==> src/rtl/exc_issue_ctrl.sv <==
// exc_issue_ctrl: execute-stage trap/eret requester toward CP0.
// Issues one request per event, flushes younger stages, redirects fetch.
module exc_issue_ctrl #(
   parameter logic [31:0] VECTOR       = 32'h00400004,
   parameter int unsigned FLUSH_CYCLES = 2,
   parameter logic [3:0]  CAUSE_SYS    = 4'b1000,
   parameter logic [3:0]  CAUSE_BRK    = 4'b1001,
   parameter logic [3:0]  CAUSE_TEQ    = 4'b1101
) (
   input  logic        clk,
   input  logic        rst,
   input  logic        ex_valid,
   input  logic [31:0] ex_pc,
   input  logic        ex_syscall,
   input  logic        ex_break,
   input  logic        ex_teq,
   input  logic        ex_eq,
   input  logic        ex_eret,
   input  logic        stall_in,
   input  logic [31:0] status,
   input  logic [31:0] epc,
   output logic        exception,
   output logic        eret,
   output logic [3:0]  cause,
   output logic [31:0] exc_pc,
   output logic        flush,
   output logic        pc_redirect,
   output logic [31:0] redirect_pc,
   output logic        busy
);

   typedef enum logic [1:0] {
      IDLE,
      ISSUE,
      FLUSH,
      REDIRECT
   } state_t;

   localparam logic [3:0] CNT_LOAD = 4'(FLUSH_CYCLES - 1);

   state_t      state_q;
   state_t      state_d;
   logic [3:0]  cnt_q;
   logic [3:0]  cnt_d;
   logic        kind_eret_q;
   logic [3:0]  cause_q;
   logic [31:0] exc_pc_q;
   logic [31:0] redir_q;

   logic        hit_eret;
   logic        hit_sys;
   logic        hit_brk;
   logic        hit_teq;
   logic        take;
   logic        take_eret;
   logic [3:0]  take_cause;

   // Mask events with status and pick one by priority eret > sys > brk > teq.
   always_comb begin
      hit_eret   = ex_eret;
      hit_sys    = ex_syscall & status[0] & status[1];
      hit_brk    = ex_break & status[0] & status[2];
      hit_teq    = ex_teq & ex_eq & status[0] & status[3];
      take       = ex_valid & ~stall_in &
                   (hit_eret | hit_sys | hit_brk | hit_teq);
      take_eret  = 1'b0;
      take_cause = 4'd0;
      if (hit_eret) begin
         take_eret = 1'b1;
      end else if (hit_sys) begin
         take_cause = CAUSE_SYS;
      end else if (hit_brk) begin
         take_cause = CAUSE_BRK;
      end else if (hit_teq) begin
         take_cause = CAUSE_TEQ;
      end
   end

   // State and flush counter registers.
   always_ff @(posedge clk or posedge rst) begin
      if (rst) begin
         state_q <= IDLE;
         cnt_q   <= 4'd0;
      end else begin
         state_q <= state_d;
         cnt_q   <= cnt_d;
      end
   end

   // Sequence: one request cycle, counted flush, one redirect cycle.
   always_comb begin
      state_d = state_q;
      cnt_d   = cnt_q;
      case (state_q)
         IDLE: begin
            if (take) state_d = ISSUE;
         end
         ISSUE: begin
            state_d = FLUSH;
            cnt_d   = CNT_LOAD;
         end
         FLUSH: begin
            if (cnt_q == 4'd0) state_d = REDIRECT;
            else               cnt_d   = cnt_q - 4'd1;
         end
         REDIRECT: begin
            state_d = IDLE;
         end
         default: begin
            state_d = IDLE;
            cnt_d   = 4'd0;
         end
      endcase
   end

   // Capture the accepted event; younger instructions are ignored after.
   always_ff @(posedge clk or posedge rst) begin
      if (rst) begin
         kind_eret_q <= 1'b0;
         cause_q     <= 4'd0;
         exc_pc_q    <= 32'd0;
      end else if (state_q == IDLE && take) begin
         kind_eret_q <= take_eret;
         cause_q     <= take_cause;
         exc_pc_q    <= ex_pc;
      end
   end

   // Return target: EPC is read while CP0 sees the eret request.
   always_ff @(posedge clk or posedge rst) begin
      if (rst) begin
         redir_q <= 32'd0;
      end else if (state_q == ISSUE) begin
         redir_q <= kind_eret_q ? epc : VECTOR;
      end
   end

   assign exception   = (state_q == ISSUE) & ~kind_eret_q;
   assign eret        = (state_q == ISSUE) & kind_eret_q;
   assign cause       = exception ? cause_q : 4'd0;
   assign exc_pc      = exc_pc_q;
   assign flush       = (state_q != IDLE);
   assign busy        = (state_q != IDLE);
   assign pc_redirect = (state_q == REDIRECT);
   assign redirect_pc = redir_q;

endmodule
==> config.mk <==
export PLATFORM = sky130hd
export DESIGN_NAME = exc_issue_ctrl
export DESIGN_NICKNAME = d
export VERILOG_FILES = /design/src/rtl/exc_issue_ctrl.sv
export SDC_FILE = /design/constraint.sdc
export NUM_CORES = 1
export LEC_CHECK = 0
export CAP_MARGIN = 20
export CORE_ASPECT_RATIO = 0.8
export CORE_MARGIN = 5
export CORE_UTILIZATION = 31
export DETAILED_ROUTE_END_ITERATION = 8
export PLACE_DENSITY = 0.67
export SLEW_MARGIN = 10
export SYNTH_ARGS = -nofsm -noshare
export SYNTH_HDL_FRONTEND = slang
export SYNTH_SLANG_ARGS = --single-unit
==> constraint.sdc <==
create_clock -name clk -period 2.9 [get_ports clk]
set_input_delay 0.58 -clock clk [delete_from_list [all_inputs] [get_ports clk]]
set_output_delay 0.58 -clock clk [all_outputs]
set_load 0.03 [all_outputs]
* Yosys cells after proc, flatten, opt, wreduce, memory -nomap -nowiden
Index checks and enable logic that the tools add are counted.
Operators by class: equality and inequality tests 6, bitwise logic cells 16, $add $sub $neg 1, multiplexer cells 12, reductions and logical operators 7
Operator list (count):
- two-way mux 32 bit | 1
- two-way mux 4 bit | 6
- AND 1 bit | 11
- one-hot mux 2 bit (4 select lines) | 1
- one-hot mux 4 bit (2 select lines) | 1
- inequality test 2 bit (second input constant) | 3
- == test 2 bit (second input constant) | 2
- logical NOT 4 bit | 1
- two-way mux 2 bit | 2
- AND reduction 2 bit | 2
- nonzero test 2 bit | 2
- subtractor 4 x 1 -> 4 bit (second input constant) | 1
- bitwise OR 1 bit | 3
- == test 2 x 1 -> 1 bit (second input constant) | 1
- logical NOT 2 bit | 1
- NOT 1 bit | 2
- logical AND 1 bit | 1
- two-way mux 1 bit | 1
Word-level totals: output and inout bits 73, register bits after elaboration 75

* Logic depth before layout (Yosys ltp)
Gate-level depths: netlist of the first run.
depth after elaboration 8, gate-level depth with buffers 7

* Least setup slack after synthesis of the first run
OpenSTA, ideal clock, no wires.
path type register to output, from register state_q[1], to output port cause[0], arrival 1.644 ns, setup slack 0.676 ns, required time 2.320 ns, stages on the path, launching flop included 5, path buffers 0, cells stage by stage dfrtp_1 > inv_1 > ha_1 > nor2b_1 > and2_1
On the way: longest elaborated chain between the ends 3
RTL lines:
- start: declaration | RTL line 41 | state_t state_q;
- start signal: assignment | RTL line 85 | state_q <= state_d;
- == test 2 x 1 -> 1 bit | RTL line 138 | assign exception = (state_q == ISSUE) & ~kind_eret_q;
- AND 1 bit | RTL line 138
- named net exception | RTL line 22 | output logic exception,
- two-way mux 4 bit | RTL line 140 | assign cause = exception ? cause_q : 4'd0;
- end: declaration | RTL line 24 | output logic [3:0] cause,
The timed path passes the listed nets, and every way through them passes these cells.

* Worst setup path in the final report of the first run
from register state_q[0], to output port flush
On the way: longest elaborated chain between the ends 1
RTL lines:
- nonzero test 2 bit | RTL line 142 | assign flush = (state_q != IDLE);
- end: declaration | RTL line 26 | output logic flush,
No other way between the ends.

==> metrics.md, run 1 <==
| Metric | Value |
|---|---|
| Terminus of the critical flop-to-flop path | `exc_pc[22]$_DFFE_PP0P_` |
| Final worst slack | `0.482 ns` |
| Design area | `around 5200 um2` |
| Status | `finished, final reports clean` |
| Final min period | `2.42 ns` |
| Largest net degree at the start of global routing | `45` |
| RSZ-0062 raised after global routing | `false` |
| I/O Buffers | `148` |
| DR WL/cell | `15.0 um` |
| Register area | `1850 um2` |
| Sw frac | `37.1%` |
| Post-Synth Simple-Gate Area | `6.67%` |
| Sequential share of power | `28.6%` |
| #FFs+latches synth | `74` |
| Total grt overflow | `0` |
| Vert. Die Dim | `100 um` |
| Detail Placement HPWL | `6250 um` |
| Cell count after synthesis | `264` |
| Critical Path RT | `2.32 ns` |
| Mux cell area share after synthesis | `approximately 15%` |
| Io pins | `178` |
| Min-Delay Path Class | `flop to flop` |
| Power per cell area | `1200 nW/um2` |
| Setup CP Type | `flop to output pin` |
| Top cell type's share of synthesized area | `58.5%` |
| TritonCTS clock tree | `built` |
| Nature of the critical path endpoint | `output pin` |
| First-pass GRT wire length | `between 10000 and 15000 um` |
| Hold_sp | `cause_q[3]$_DFFE_PP0P_` |
| Starting DRT DRC Count | `~130` |
| Post-synthesis cell area | `3170 um2` |
| XOR/XNOR Fraction of Synth Area | `0.276%` |
| Yosys cell types | `31` |
| R2R Setup Slk | `0.97 ns` |
| Final worst-path cycle share | `83.4%` |
| Post-Synth Adder-Cell Area | `2.37%` |
| Area delta synth->final | `65.3%` |
| Worst path arrival time | `~1.8 ns` |
| Pint | `0.00397 W` |
| End of the worst hold path | `cause_q[3]$_DFFE_PP0P_` |
| Hold-fix buffers, CTS | `0` |
| Setup crit start kind | `flop` |
| Final Hold Viols | `0` |
| Average size of a mapped cell | `12.0 um2` |
| Gpl congestion | `0.734` |
| GRT Overall Usage | `14.1%` |
| VDD IR max | `~0.41 mV` |
| Largest family of logic cells by synthesized area | `multiplexers` |
| Setup TNS | `0 ns` |
| Post-CTS Setup Repair Bufs | `0` |
| Slew Viols, Final | `0` |
| Root buffer cell | `clkbuf_16` |
| Final setup vio count | `0` |
| Reg clk slew, reported paths | `about 0.06 ns` |
| Comb power frac | `48.4%` |
| CTS resizes | `0` |
| Critical path origin | `state_q[0]$_DFFE_PP0P_` |
| CTS max path bufs | `2` |
| Multi-input gate area | `1090 um2` |
| Leakage | `2.29 nW` |
| Pre-CTS WS | `0.548 ns` |
| Initial Utilization | `31.3%` |
| Max FO, Critical Path | `5` |
| Slew headroom | `around three fifths` |
| Compound-gate portion of the synthesized area | `between 9 and 10%` |
| Die X | `123 um` |
| Total Die Area | `12400 um2` |
| Initial antenna violation count | `0` |
| Skew-Pair Late Insertion Delay | `between 0.3 and 0.4 ns` |
| Final Skew | `about 0.0042 ns` |
| # nets final | `527` |
| First-pass DRT Iterations | `4` |
| Share of layout cells above drive strength 1 | `14.5%` |
| Total net switching power | `0.00234 W` |
| Worst reg2reg path depth | `6` |
| Post-layout util | `51.8%` |
| # fillers | `between 900 and 1000` |
| Post-DR vias/cell | `4.30` |
| Core Region | `10100 um2` |
| Power share of the clock group | `23.0%` |
| Synth area leaders | `dfrtp_1, mux2_4, o21ai_0, inv_1, nand2_1` |
| WL final | `8400 um` |
| Area leader, netlist | `dfrtp_1` |
| R2R Path Start | `state_q[0]$_DFFE_PP0P_` |
| Post-synthesis sequential area ratio | `between 50% and 60%` |
| WHS Path Cells | `1` |
| Vias | `between 2000 and 2500` |
| Vias in the first global route | `2614` |
| Synth Warn # | `0` |
| H-tree depth | `3` |
| Syn Nets | `approximately 380` |
| Post-place instance area | `4850 um2` |
| CTS Buf Count | `9` |
| Antenna viol nets, final | `0` |
| # rows | `33` |
| Antenna Cells | `0` |
| Drt drc | `0` |
| Max_cap viols | `0` |
| Worst-Margin Slew | `about 0.57 ns` |
| # clock sinks | `74` |
| Achievable Freq | `0.413 GHz` |
[worst max path at each step]
| stage | end | depth (start not counted) |
|---|---|---|
| floorplan | cause_q[0]$_DFFE_PP0P_ | 1 |
| global placement | exc_pc[21]$_DFFE_PP0P_ | 5 |
| detailed placement | exc_pc[22]$_DFFE_PP0P_ | 6 |
| CTS | flush | 4 |
| global route | flush | 4 |
| finish | flush | 4 |
[layer usage]
metal	track usage [%]	vias to the layer above	wire length, um
li1	-	1160	-
met5	0	-	0
met1	18.2	1171	3700
met2	23.1	66	4140
met4	4.60	0	109
met3	3.83	10	451
[power by group through the flow]
stage	clock network, W	logic (W)	registers [W]
2_1_floorplan	0	0.000963	0.00264
3_3_place_gp	0	0.00304	0.00180
3_5_place_dp	0	0.00309	0.00182
4_1_cts	0.00149	0.00310	0.00181
5_1_grt	0.00153	0.00326	0.00188
6_report	0.00145	0.00305	0.00181
[metrics by stage]
| step | total power (W) | hold WS [ns] | std cells |
|---|---|---|---|
| global route | 0.00667 | 0.518 | 560 |
| global placement | 0.00484 | 0.479 | 545 |
| CTS | 0.00639 | 0.493 | 560 |
| floorplan | 0.00361 | 0.452 | 264 |
| detailed placement | 0.00490 | 0.480 | 545 |
| finish | 0.00631 | 0.484 | 560 |
[critical path: stages (launching register included)]
cell and delay (ns):
dfrtp_1 0.39, inv_1 0.08, ha_1 0.25, inv_1 0.11, clkdlybuf4s50_1 0.68
[cells by family after synthesis]
group           after synthesis
flops                        74
simple gates                 47
other cells                   1
fa+ha+maj                     6
buf+inv                      52
compound gates               50
mux                          33
xor+xnor                      1
[state kept, by name (all words and copies together), names as in the netlist]
signal,flops
exc_pc,32
redirect_pc,32
cnt_q,4
cause_q,3
state_q,2
kind_eret_q,1
[cells in the mapped netlist]
cell type  instances
or3_1              1
nand3b_1           1
nor3_1             1
xnor2_1            1
buf_4              2
buf_6              3
mux2_2             3
nand4_1            1
a22o_1             1
dfrtp_1           74
a311oi_1           1
nand4_2            1
o21a_1             1
o21ai_0           32
a21oi_4            2
nor2_1             3
a21oi_1            5
and2_1             3
clkbuf_1           6
mux2_4            30
nand2_1           32
nor2b_1            2
o31ai_1            1
ha_1               6
conb_1             1
nand3_1            1
a31oi_1            1
nand2b_1           1
a211oi_1           1
o22a_1             5
inv_1             41
[placed cells by master, fill, tap and decap left out, types with 5 or more instances in the layout]
master / count
dfrtp_1: 74
clkbuf_16: 9
ha_1: 6
bufinv_16: 5
clkdlybuf4s50_1: 143
nand2_1: 32
mux2_4: 30
o21ai_0: 32
buf_12: 6
a21oi_1: 5
o22a_1: 5
inv_1: 40
[area by class of cell]
cell class | instances | share of cell area, %
Clock buffer | 10 | 4.56
Tap cell | 140 | 3.35
Multi-Input combinational cell | 138 | 20.8
Inverter | 41 | 2.96
Timing Repair Buffer | 152 | 30.1
Clock inverter | 5 | 2.87
Sequential cell | 74 | 35.4
Note: power is estimated with default switching activity, not from simulation.
==> run 2, diff against run 1 <==
==> constraint.sdc (replaced) <==
create_clock -name clk -period 2.45 [get_ports clk]
set_input_delay 0.49 -clock clk [delete_from_list [all_inputs] [get_ports clk]]
set_output_delay 0.49 -clock clk [all_outputs]
set_load 0.03 [all_outputs]
==> run 2 against run 1 <==
  * Routed wire length fell by 2.9%
  * Clock skew rose by 0.0023 ns
  * Clock power fell by 6%
  * Hold slack improved by 0.0095 ns
  * Count of clock-buffer cells in the layout did not move
  * Setup slack got worse by 0.35 ns
  * Combinational power rose by 18%
  * Core utilization fell by 0.84 points
  * Final area fell by 1.6%
  * Global-route usage fell by 0.61 points
  * Sequential cell count did not move
  * Critical path type unchanged
  * Critical path depth did not move
  * Largest cell class unchanged
==> metrics.md, run 2 (synthesis results as in run 1) <==
| Metric | Value |
|---|---|
| Status | `finished, final reports clean (unchanged)` |
| CTS Buf Count | `9 (unchanged)` |
| Die X | `123 um (unchanged)` |
| Antenna viol nets, final | `0 (unchanged)` |
| Final setup vio count | `0 (unchanged)` |
| Commonest non-fill, non-tap cell in the layout | `clkdlybuf4s50_1 (unchanged)` |
| Metal3 WL | `477 um (was 451 um)` |
| Setup CP Type | `flop to output pin (unchanged)` |
| Critical Path RT | `1.96 ns (was 2.32 ns)` |
| GRT Overall Usage | `13.5% (was 14.1%)` |
| Most frequent cells in the layout | `clkdlybuf4s50_1, dfrtp_1, inv_1, nand2_1, o21ai_0 (unchanged)` |
| # clock sinks | `74 (unchanged)` |
| TritonCTS clock tree | `built (unchanged)` |
| First-pass DRT Iterations | `4 (unchanged)` |
| Reg clk slew, reported paths | `0.05 ns (was 0.06 ns)` |
| Max layer used | `met4 (unchanged)` |
| Gpl congestion | `0.738 (was 0.734)` |
| Drt drc | `0 (unchanged)` |
| Total grt overflow | `0 (unchanged)` |
| DR WL/cell | `14.5 um (was 15.0 um)` |
| Core Region | `10100 um2 (unchanged)` |
| Leakage | `2.24 nW (was 2.29 nW)` |
| Max_cap viols | `0 (unchanged)` |
| Vias | `2396 (was 2407)` |
| Largest stage delay, worst path | `0.68 ns (about the same)` |
| Slew headroom | `62.1% (was 61.7%)` |
| Metal2 WL | `4080 um (was 4140 um)` |
| Final worst-path cycle share | `a little over nine tenths` |
| Root buffer cell | `clkbuf_16 (unchanged)` |
| Post-DR vias/cell | `4.27 (was 4.30)` |
| Starting DRT DRC Count | `119 (was 127)` |
| Initial antenna violation count | `0 (unchanged)` |
| Hold-fix buffers, CTS | `0 (unchanged)` |
| Setup crit start kind | `flop (unchanged)` |
| Vias in the first global route | `2598 (was 2614)` |
| Post-layout util | `50.9% (was 51.8%)` |
| Nature of the critical path endpoint | `output pin (unchanged)` |
| Final Hold Viols | `0 (unchanged)` |
| Slew Viols, Final | `0 (unchanged)` |
| Worst path arrival time | `1.83 ns (was 1.84 ns)` |
| I/O Buffers | `148 (unchanged)` |
| Largest net degree at the start of global routing | `45 (unchanged)` |
| CTS max path bufs | `2 (unchanged)` |
| # rows | `33 (unchanged)` |
| Min-Delay Path Class | `flop to flop (unchanged)` |
| Setup TNS | `0 ns (unchanged)` |
| Max FO, Critical Path | `5 (unchanged)` |
| Final min period | `2.32 ns` |
| Detail Placement HPWL | `6140 um (was 6250 um)` |
| Sequence of cells on the critical path | `inv_1 -> ha_1 -> inv_1 -> clkdlybuf4s50_1 (unchanged)` |
| CP most frequent cell | `inv_1 (unchanged)` |
| First-pass GRT wire length | `13100 um (was 13500 um)` |
| # nets final | `528 (was 527)` |
| CTS resizes | `0 (unchanged)` |
| VDD IR max | `0.625 mV (was 0.407 mV)` |
| Total Die Area | `12400 um2 (unchanged)` |
| Worst-Margin Slew | `0.569 ns (was 0.574 ns)` |
| Skew-Pair Late Insertion Delay | `0.32 ns (was 0.33 ns)` |
| RSZ-0062 raised after global routing | `false (unchanged)` |
| Power per cell area | `1380 nW/um2 (was 1200 nW/um2)` |
| Achievable Freq | `roughly 0.43 GHz` |
| Area delta synth->final | `62.6% (was 65.3%)` |
| Final Skew | `0.00651 ns (was 0.00421 ns)` |
| Share of layout cells above drive strength 1 | `14.5% (about the same)` |
| Antenna Cells | `0 (unchanged)` |
| H-tree depth | `3 (unchanged)` |
| Worst path slowest cell | `clkdlybuf4s50_1 (unchanged)` |
| WL final | `8150 um (was 8400 um)` |
| Vert. Die Dim | `100 um (unchanged)` |
| Io pins | `178 (unchanged)` |
| Largest delay share family, worst path | `buffers and inverters (unchanged)` |
| Post-CTS Setup Repair Bufs | `0 (unchanged)` |
| Metal-1 WL | `3520 um (was 3700 um)` |
| Buffers & Inverters on Critical Path | `3 (unchanged)` |
| # fillers | `901 (was 907)` |
| Initial Utilization | `31.3% (unchanged)` |
run 2: cell types whose count changed in the layout (fill, tap and decap cells not counted):
cell        before  now
buf_12           6    5
buf_4            3    5
bufinv_16        5    2
clkbuf_1         0    1
clkbuf_8         1    0
clkinv_2         1    2
clkinvlp_4       0    2
run 2: final timing paths:
path                                              from                     end  slack [ns]  depth (start not counted)
min in group asynchronous                          rst  exc_pc[15]$_DFFE_PP0P_        0.57                          3
worst min register to register  cause_q[3]$_DFFE_PP0P_  cause_q[3]$_DFFE_PP0P_        0.49                          1
max in group asynchronous                          rst  state_q[1]$_DFFE_PP0P_        1.41                          3
worst max-delay path            state_q[0]$_DFFE_PP0P_                    busy        0.13                          4
worst max register to register  state_q[0]$_DFFE_PP0P_  exc_pc[22]$_DFFE_PP0P_        0.52                          6
worst min-delay path            cause_q[3]$_DFFE_PP0P_  cause_q[3]$_DFFE_PP0P_        0.49                          1
run 2: power breakdown:
part	total (W)	switching (W)	leakage, nW	internal (W)
registers	0.00213	0.000317	0.907	0.00181
logic	0.00361	0.00195	1.19	0.00166
clock network	0.00136	0.000474	0.145	0.000884
total	0.00710	0.00274	2.24	0.00436
run 2: final cells by class:
cell class	count	area, um2	area share (%)
clock buffers	10	229	4.44
clock inverters	5	80.1	1.55
inverters	41	155	3.01
multi-input cells	138	1090	21.2
flip-flops and latches	74	1850	35.9
well taps	140	175	3.40
repair buffers	153	1570	30.5
run 2: metrics by stage:
| stage | cell area (um2) | worst slack [ns] | power (W) | std cells | hold WS, ns |
|---|---|---|---|---|---|
| after floorplan | 3170 | 0.0784 | 0.00427 | 264 | 0.452 |
| after global placement | 4840 | 0.223 | 0.00573 | 546 | 0.478 |
| after detailed placement | 4840 | 0.199 | 0.00579 | 546 | 0.481 |
| after CTS | 5150 | 0.104 | 0.00720 | 561 | 0.494 |
| after global routing | 5150 | 0.0127 | 0.00753 | 561 | 0.519 |
| final | 5150 | 0.134 | 0.00710 | 561 | 0.493 |
run 2: metal layers:
layer  vias up  global-route usage (%)
met2        66                    22.3
li1       1160                       -
met5         -                       0
met4         0                    4.09
met1      1164                    17.8
met3         6                    3.04
run 2: worst register-to-register path: stages (launching register included):
cell,delay (ns)
dfrtp_1,0.41
inv_1,0.09
ha_1,0.23
nand3_1,0.23
a21oi_4,0.20
buf_12,0.26
mux2_2,0.39
